### src/rtl/axi_common_types_pkg.sv
// Shared AXI4 widths, response/burst encodings and the burst-engine state set.
// Imported by the AXI master and slave agents on the NoC.
package axi_common_types_pkg;

    localparam int AXI_ID_WIDTH   = 4;
    localparam int AXI_ADDR_WIDTH = 32;
    localparam int AXI_DATA_WIDTH = 32;
    localparam int AXI_LEN_WIDTH  = 4;
    localparam int AXI_USER_WIDTH = 1;

    typedef enum logic [1:0] {
        RESP_OKAY   = 2'b00,
        RESP_EXOKAY = 2'b01,
        RESP_SLVERR = 2'b10,
        RESP_DECERR = 2'b11
    } axi_resp_e;

    typedef enum logic [1:0] {
        BURST_FIXED = 2'b00,
        BURST_INCR  = 2'b01,
        BURST_WRAP  = 2'b10
    } axi_burst_e;

    typedef enum logic [2:0] {
        IDLE,
        WADDR,
        WDATA,
        WRESP,
        RADDR,
        RDATA
    } burst_state_e;

    // Encodings are ordered by severity, so the numeric maximum is the worst response.
    function automatic logic [1:0] resp_max(input logic [1:0] a, input logic [1:0] b);
        return (a > b) ? a : b;
    endfunction

endpackage

### src/rtl/axi_m_burst_initiator.sv
// AXI4 master engine: runs one AW/W/B or AR/R burst per command and reports
// a single completion with the worst response seen.
module axi_m_burst_initiator
    import axi_common_types_pkg::*;
#(
    parameter int ID_W   = AXI_ID_WIDTH,
    parameter int ADDR_W = AXI_ADDR_WIDTH,
    parameter int DATA_W = AXI_DATA_WIDTH,
    parameter int LEN_W  = AXI_LEN_WIDTH
) (
    input  logic                      ACLK,
    input  logic                      ARESETn,
    input  logic                      cmd_valid,
    output logic                      cmd_ready,
    input  logic                      cmd_write,
    input  logic [ID_W-1:0]           cmd_id,
    input  logic [ADDR_W-1:0]         cmd_addr,
    input  logic [LEN_W-1:0]          cmd_len,
    input  logic [2:0]                cmd_size,
    input  logic [1:0]                cmd_burst,
    input  logic                      wd_valid,
    output logic                      wd_ready,
    input  logic [DATA_W-1:0]         wd_data,
    input  logic [DATA_W/8-1:0]       wd_strb,
    output logic                      rd_valid,
    input  logic                      rd_ready,
    output logic [DATA_W-1:0]         rd_data,
    output logic [1:0]                rd_resp,
    output logic                      rd_last,
    output logic                      done_valid,
    output logic [ID_W-1:0]           done_id,
    output logic [1:0]                done_resp,
    output logic                      proto_err,
    output logic [ID_W-1:0]           M_AWID,
    output logic [ADDR_W-1:0]         M_AWADDR,
    output logic [LEN_W-1:0]          M_AWLEN,
    output logic [2:0]                M_AWSIZE,
    output logic [1:0]                M_AWBURST,
    output logic                      M_AWVALID,
    input  logic                      M_AWREADY,
    output logic                      M_AWLOCK,
    output logic [3:0]                M_AWCACHE,
    output logic [2:0]                M_AWPROT,
    output logic [3:0]                M_AWQOS,
    output logic [3:0]                M_AWREGION,
    output logic [AXI_USER_WIDTH-1:0] M_AWUSER,
    output logic [DATA_W-1:0]         M_WDATA,
    output logic [DATA_W/8-1:0]       M_WSTRB,
    output logic                      M_WLAST,
    output logic                      M_WVALID,
    input  logic                      M_WREADY,
    output logic [AXI_USER_WIDTH-1:0] M_WUSER,
    input  logic [ID_W-1:0]           M_BID,
    input  logic [1:0]                M_BRESP,
    input  logic                      M_BVALID,
    output logic                      M_BREADY,
    output logic [ID_W-1:0]           M_ARID,
    output logic [ADDR_W-1:0]         M_ARADDR,
    output logic [LEN_W-1:0]          M_ARLEN,
    output logic [2:0]                M_ARSIZE,
    output logic [1:0]                M_ARBURST,
    output logic                      M_ARVALID,
    input  logic                      M_ARREADY,
    output logic                      M_ARLOCK,
    output logic [3:0]                M_ARCACHE,
    output logic [2:0]                M_ARPROT,
    output logic [3:0]                M_ARQOS,
    output logic [3:0]                M_ARREGION,
    output logic [AXI_USER_WIDTH-1:0] M_ARUSER,
    input  logic [ID_W-1:0]           M_RID,
    input  logic [DATA_W-1:0]         M_RDATA,
    input  logic [1:0]                M_RRESP,
    input  logic                      M_RLAST,
    input  logic                      M_RVALID,
    output logic                      M_RREADY
);

    burst_state_e       state;
    logic [ID_W-1:0]    id_q;
    logic [ADDR_W-1:0]  addr_q;
    logic [LEN_W-1:0]   len_q;
    logic [2:0]         size_q;
    logic [1:0]         burst_q;
    logic [LEN_W-1:0]   cnt;
    logic [1:0]         worst;
    logic               overrun;
    logic               awvalid_q;
    logic               arvalid_q;
    logic               bready_q;

    logic               in_wdata;
    logic               in_rdata;
    logic               w_hs;
    logic               r_hs;
    logic               at_last;
    logic [1:0]         r_worst;

    assign in_wdata = (state == WDATA);
    assign in_rdata = (state == RDATA);
    assign at_last  = (cnt == len_q);
    assign w_hs     = in_wdata & wd_valid & M_WREADY;
    assign r_hs     = in_rdata & M_RVALID & rd_ready;
    assign r_worst  = resp_max(worst, M_RRESP);

    assign M_AWID    = id_q;
    assign M_AWADDR  = addr_q;
    assign M_AWLEN   = len_q;
    assign M_AWSIZE  = size_q;
    assign M_AWBURST = burst_q;
    assign M_AWVALID = awvalid_q;
    assign M_ARID    = id_q;
    assign M_ARADDR  = addr_q;
    assign M_ARLEN   = len_q;
    assign M_ARSIZE  = size_q;
    assign M_ARBURST = burst_q;
    assign M_ARVALID = arvalid_q;
    assign M_BREADY  = bready_q;

    // W and R pass straight through while their state is active; forced low otherwise.
    assign M_WVALID = in_wdata & wd_valid;
    assign M_WDATA  = in_wdata ? wd_data : '0;
    assign M_WSTRB  = in_wdata ? wd_strb : '0;
    assign M_WLAST  = in_wdata & at_last;
    assign wd_ready = in_wdata & M_WREADY;

    assign rd_valid = in_rdata & M_RVALID;
    assign rd_data  = in_rdata ? M_RDATA : '0;
    assign rd_resp  = in_rdata ? M_RRESP : 2'b00;
    assign rd_last  = in_rdata & M_RLAST;
    assign M_RREADY = in_rdata & rd_ready;

    assign M_AWLOCK   = 1'b0;
    assign M_AWCACHE  = '0;
    assign M_AWPROT   = '0;
    assign M_AWQOS    = '0;
    assign M_AWREGION = '0;
    assign M_AWUSER   = '0;
    assign M_WUSER    = '0;
    assign M_ARLOCK   = 1'b0;
    assign M_ARCACHE  = '0;
    assign M_ARPROT   = '0;
    assign M_ARQOS    = '0;
    assign M_ARREGION = '0;
    assign M_ARUSER   = '0;

    logic unused_resp_ids;
    assign unused_resp_ids = ^{M_BID, M_RID};

    always_ff @(posedge ACLK or negedge ARESETn) begin
        if (!ARESETn) begin
            state      <= IDLE;
            id_q       <= '0;
            addr_q     <= '0;
            len_q      <= '0;
            size_q     <= '0;
            burst_q    <= '0;
            cnt        <= '0;
            worst      <= RESP_OKAY;
            overrun    <= 1'b0;
            awvalid_q  <= 1'b0;
            arvalid_q  <= 1'b0;
            bready_q   <= 1'b0;
            cmd_ready  <= 1'b0;
            done_valid <= 1'b0;
            done_id    <= '0;
            done_resp  <= RESP_OKAY;
            proto_err  <= 1'b0;
        end else begin
            done_valid <= 1'b0;
            proto_err  <= 1'b0;
            case (state)
                // cmd_ready rises one cycle after IDLE is entered, whether from reset or a completion.
                IDLE: begin
                    if (cmd_ready && cmd_valid) begin
                        id_q      <= cmd_id;
                        addr_q    <= cmd_addr;
                        len_q     <= cmd_len;
                        size_q    <= cmd_size;
                        burst_q   <= cmd_burst;
                        cnt       <= '0;
                        worst     <= RESP_OKAY;
                        overrun   <= 1'b0;
                        cmd_ready <= 1'b0;
                        if (cmd_write) begin
                            awvalid_q <= 1'b1;
                            state     <= WADDR;
                        end else begin
                            arvalid_q <= 1'b1;
                            state     <= RADDR;
                        end
                    end else begin
                        cmd_ready <= 1'b1;
                    end
                end
                WADDR: begin
                    if (M_AWREADY) begin
                        awvalid_q <= 1'b0;
                        state     <= WDATA;
                    end
                end
                WDATA: begin
                    if (w_hs) begin
                        cnt <= cnt + LEN_W'(1);
                        if (at_last) begin
                            bready_q <= 1'b1;
                            state    <= WRESP;
                        end
                    end
                end
                WRESP: begin
                    if (M_BVALID) begin
                        bready_q   <= 1'b0;
                        done_valid <= 1'b1;
                        done_id    <= id_q;
                        done_resp  <= M_BRESP;
                        state      <= IDLE;
                    end
                end
                RADDR: begin
                    if (M_ARREADY) begin
                        arvalid_q <= 1'b0;
                        state     <= RDATA;
                    end
                end
                // overrun marks a missing RLAST on beat len; later beats are drained without re-flagging.
                RDATA: begin
                    if (r_hs) begin
                        cnt   <= cnt + LEN_W'(1);
                        worst <= r_worst;
                        if (M_RLAST) begin
                            done_valid <= 1'b1;
                            done_id    <= id_q;
                            state      <= IDLE;
                            if (overrun || !at_last) begin
                                done_resp <= resp_max(r_worst, RESP_SLVERR);
                                proto_err <= ~overrun;
                            end else begin
                                done_resp <= r_worst;
                            end
                        end else if (at_last && !overrun) begin
                            overrun   <= 1'b1;
                            proto_err <= 1'b1;
                        end
                    end
                end
                default: state <= IDLE;
            endcase
        end
    end

endmodule

### config.mk
export PLATFORM = sky130hd
export DESIGN_NAME = axi_m_burst_initiator
export DESIGN_NICKNAME = d
export VERILOG_FILES = /design/src/rtl/axi_common_types_pkg.sv /design/src/rtl/axi_m_burst_initiator.sv
export SDC_FILE = /design/constraint.sdc
export NUM_CORES = 1
export LEC_CHECK = 0
export BUFFER_PORTS_ARGS = -buffer_cell sky130_fd_sc_hd__buf_2
export CORE_AREA = 2 2 135 137
export CTS_BUF_LIST = sky130_fd_sc_hd__clkbuf_4 sky130_fd_sc_hd__clkbuf_8
export DETAILED_ROUTE_END_ITERATION = 8
export DIE_AREA = 0 0 137 139
export GPL_TIMING_DRIVEN = 1
export PLACE_DENSITY = 0.6
export SLEW_MARGIN = 0
export SYNTH_ARGS = -nofsm -noshare
export SYNTH_HDL_FRONTEND = slang
export SYNTH_SLANG_ARGS = --single-unit
export TNS_END_PERCENT = 10
### constraint.sdc
create_clock -name ACLK -period 1.8 [get_ports ACLK]
set_input_delay 0 -clock ACLK [delete_from_list [all_inputs] [get_ports ACLK]]
set_output_delay 0 -clock ACLK [all_outputs]
set_load 0.1 [all_outputs]
==> impl_metrics.csv <==
group,metric,value,unit
sta,setup_viol,0,
global_routing,grt_max_degree,43,
placement,portBuffers,306,
clock_network,cts.clk_slew.worst_paths,0.07,ns
drt,drt_iter0_markers,119,
synthesis,yosys-top-cells-area,"dfrtp_1, buf_4, nand2_1",
sta,hold_viol,0,
synthesis,synthCells,481,
drt,post-route-drc-count,0,
synthesis,netlist_area,4038,um^2
critical_path,cp-start-kind,"register",
synthesis,synth-seq-cells,67,
global_routing,antenna_found_initial,2,
synthesis,synthMuxAreaShare,0.01363,
synthesis,synth-xor-area-share,0.01302,
finish,fill_cells,1746,
clock_network,clock_latency,0.36,ns
finish,drive_gt1_frac,0.4846,
sta,skew,0.01176,ns
floorplan,ios,350,
sta,drv_slew,0,
sta,max_slew_margin,0.6605,
run_status,status,"completed",
global_routing,grt_pass1_wl,21.61,mm
synthesis,synth_largest_area_cell,"dfrtp_1",
synthesis,synth_edf_count,0,
floorplan,die_h,139,um
floorplan,die_w,137,um
hold_path,whs_endpoint,"proto_err",
sta,min_period,1.795,ns
clock_network,cts_buffer_depth,2,
placement,place_inst,964,
synthesis,ys_types,43,
critical_path,crit-reg2reg-launch,"state[0]",
critical_path,cp-end-kind,"output pin",
clock_network,cts_htree_levels,3,
drt,vias_per_cell,3.921,
synthesis,ys_warn_count,0,
placement,hpwl,10.72,mm
synthesis,synthArstFlopShare,1.000,
finish,fin_cells,1043,
clock_network,tritoncts.num_buffers,9,
drt,num_vias,4090,
sta,fmax,557.2,MHz
hold_path,min_from,"rd_ready",
synthesis,synth-adder-area-share,0.01240,
critical_path,r2r_cells,5,
drt,postRouteAntennaNets,0,
drt,wl,14.27,mm
drt,firstDrtPassIters,4,
clock_network,cts_root_buffer,"clkbuf_8",
floorplan,dieArea,19040,um^2
finish,nets,949,
flow_run,max_cap_violations,0,
hold_path,min_path_type,"in -> reg",
placement,gp_congestion,0.7467,
synthesis,yosys.area_share.simple,0.3049,
critical_path,worstPathArrival,1.79,ns
synthesis,synth_ff_type,"dfrtp_1",
floorplan,core-area,17660,um^2
synthesis,synth_top_family_by_area,"simple AND/OR/NAND/NOR gates",
global_routing,grt_usage,0.1486,
global_routing,grt_pass1_vias,3928,
critical_path,r2r-end,"done_id[3]",
global_routing,grt-ovfl-total,0,
critical_path,cp.required,1.80,ns
floorplan,start_util,0.2287,
critical_path,r2r_slack,0.13,ns
finish,area_growth,86.18,%
sta,rsz0062_at_grt,"yes",
floorplan,rows,49,
synthesis,synth_top_area_share,0.4152,
hold_path,hold_depth,3,
critical_path,crit_path_max_fanout,20,
clock_network,clkSinkCount,67,
sta,fin_crit_sh,0.9971,
drt,avgRoutedWirePerCell,13.68,um
synthesis,syn_area_per_cell,8.394,um^2
critical_path,critPathKind,"reg -> out",
synthesis,ys_seq_area_frac,0.4152,
clock_network,cts_tree,"built",
synthesis,synth_compound_area_frac,0.05640,
sta,worstMarginPinSlew,0.5092,ns
## layout by cell type, fill, tap and decap left out, types with 4 or more instances in the layout
master	instances
and2_1	44
clkbuf_8	10
ha_1	4
inv_1	9
mux2_2	4
dlygate4sd3_1	55
dfrtp_1	63
buf_12	79
o21ai_0	4
buf_4	20
nand2b_1	4
conb_1	35
nand3_1	9
and2_2	5
nand2_1	144
xor2_1	5
nor2_1	6
a21oi_1	5
dfrtp_2	4
and2_4	26
buf_2	229
## synthesized netlist by cell type (all sizes together), types with 2 or more instances
cell type / number
a21boi: 2
a21oi: 5
a31oi: 3
and2: 75
and3b: 2
buf: 86
clkbuf: 17
dfrtp: 67
ha: 4
inv: 9
mux2: 4
nand2: 144
nand2b: 4
nand3: 10
nor2: 7
nor3: 3
nor3b: 2
nor4: 2
o21ai: 7
o21bai: 2
o2bb2ai: 3
o31ai: 3
xor2: 5
## how the worst max path moves through the flow
stage | cells past startpoint | startpoint | slack, ns | endpoint
2_1_floorplan | 4 | state[2] | -0.20 | M_WDATA[3]
3_3_place_gp | 5 | state[0] | 0.13 | cnt[1]
3_5_place_dp | 6 | state[2] | 0.08 | M_ARBURST[0]
4_1_cts | 6 | state[0] | -0.01 | M_WDATA[2]
5_1_grt | 6 | state[0] | -0.10 | M_WDATA[6]
6_report | 6 | state[0] | 0.005 | M_WDATA[2]
## stage by stage
stage	setup TNS, ns	util	instance area [um^2]	setup WS (ns)	hold WS (ns)
floorplan	-11.25	-	4182	-0.2007	-0.2956
global placement	0	0.3748	6618	0.1349	0.002323
detailed placement	0	0.3748	6618	0.07526	0.008935
CTS	-0.07349	0.4246	7497	-0.01407	0.01053
global route	-3.205	0.4256	7515	-0.1018	0.03752
finish	0	0.4257	7517	0.005237	0.04418
## per-layer routing
layer,global-route usage,share of wire
met2,0.2524,0.50
met5,0,0.00049
met3,0.05446,0.076
met4,0.02659,0.0079
met1,0.1807,0.41
## worst max-delay path, stage by stage, from the launching register on
cell and delay (ns):
dfrtp_1 0.38, buf_4 0.17, nor3b_4 0.21, buf_4 0.16
buf_16 0.15, and2_2 0.18, buf_12 0.17
## registers in the layout (all words and copies together) (netlist names), 2 cells and up
signal,cells
done_resp,2
M_ARID,4
M_ARLEN,4
M_ARADDR,32
M_ARBURST,2
worst,2
M_ARSIZE,3
done_id,4
cnt,4
state,3
## cell type report
class	instances	area, um^2	share of cell area
Clock buffer	11	145.1	0.01931
Sequential cell	67	1682	0.2237
Timing Repair Buffer	385	3463	0.4607
Inverter	9	33.78	0.004494
Tap cell	229	286.5	0.03812
Antenna cell	1	2.502	0.0003329
Clock inverter	5	52.55	0.006991
Multi-Input combinational cell	336	1852	0.2463
## cell families after synthesis
kind of cell | count (synthesis)
AND/OR/NAND/NOR | 255
buffers and inverters | 112
flip-flops | 67
AO/OA/AOI/OAI | 31
XOR/XNOR | 6
multiplexers | 5
adder cells (fa/ha/maj) | 4
other | 1
## repair_timing
| item | 4_1_cts | 5_1_grt |
|---|---|---|
| cloned | 1 | 0 |
| resized for setup | 25 | 6 |
| pin swaps | 2 | 0 |
| buffers inserted | 6 | 0 |
| hold buffers | 55 | 0 |
| hold endpoints to repair | 108 | 0 |
| setup endpoints to repair | 74 | 109 |
Power is left out: the tool's default activity adds up to more than one toggle a clock period on the data nets, which glitch-free logic cannot reach.
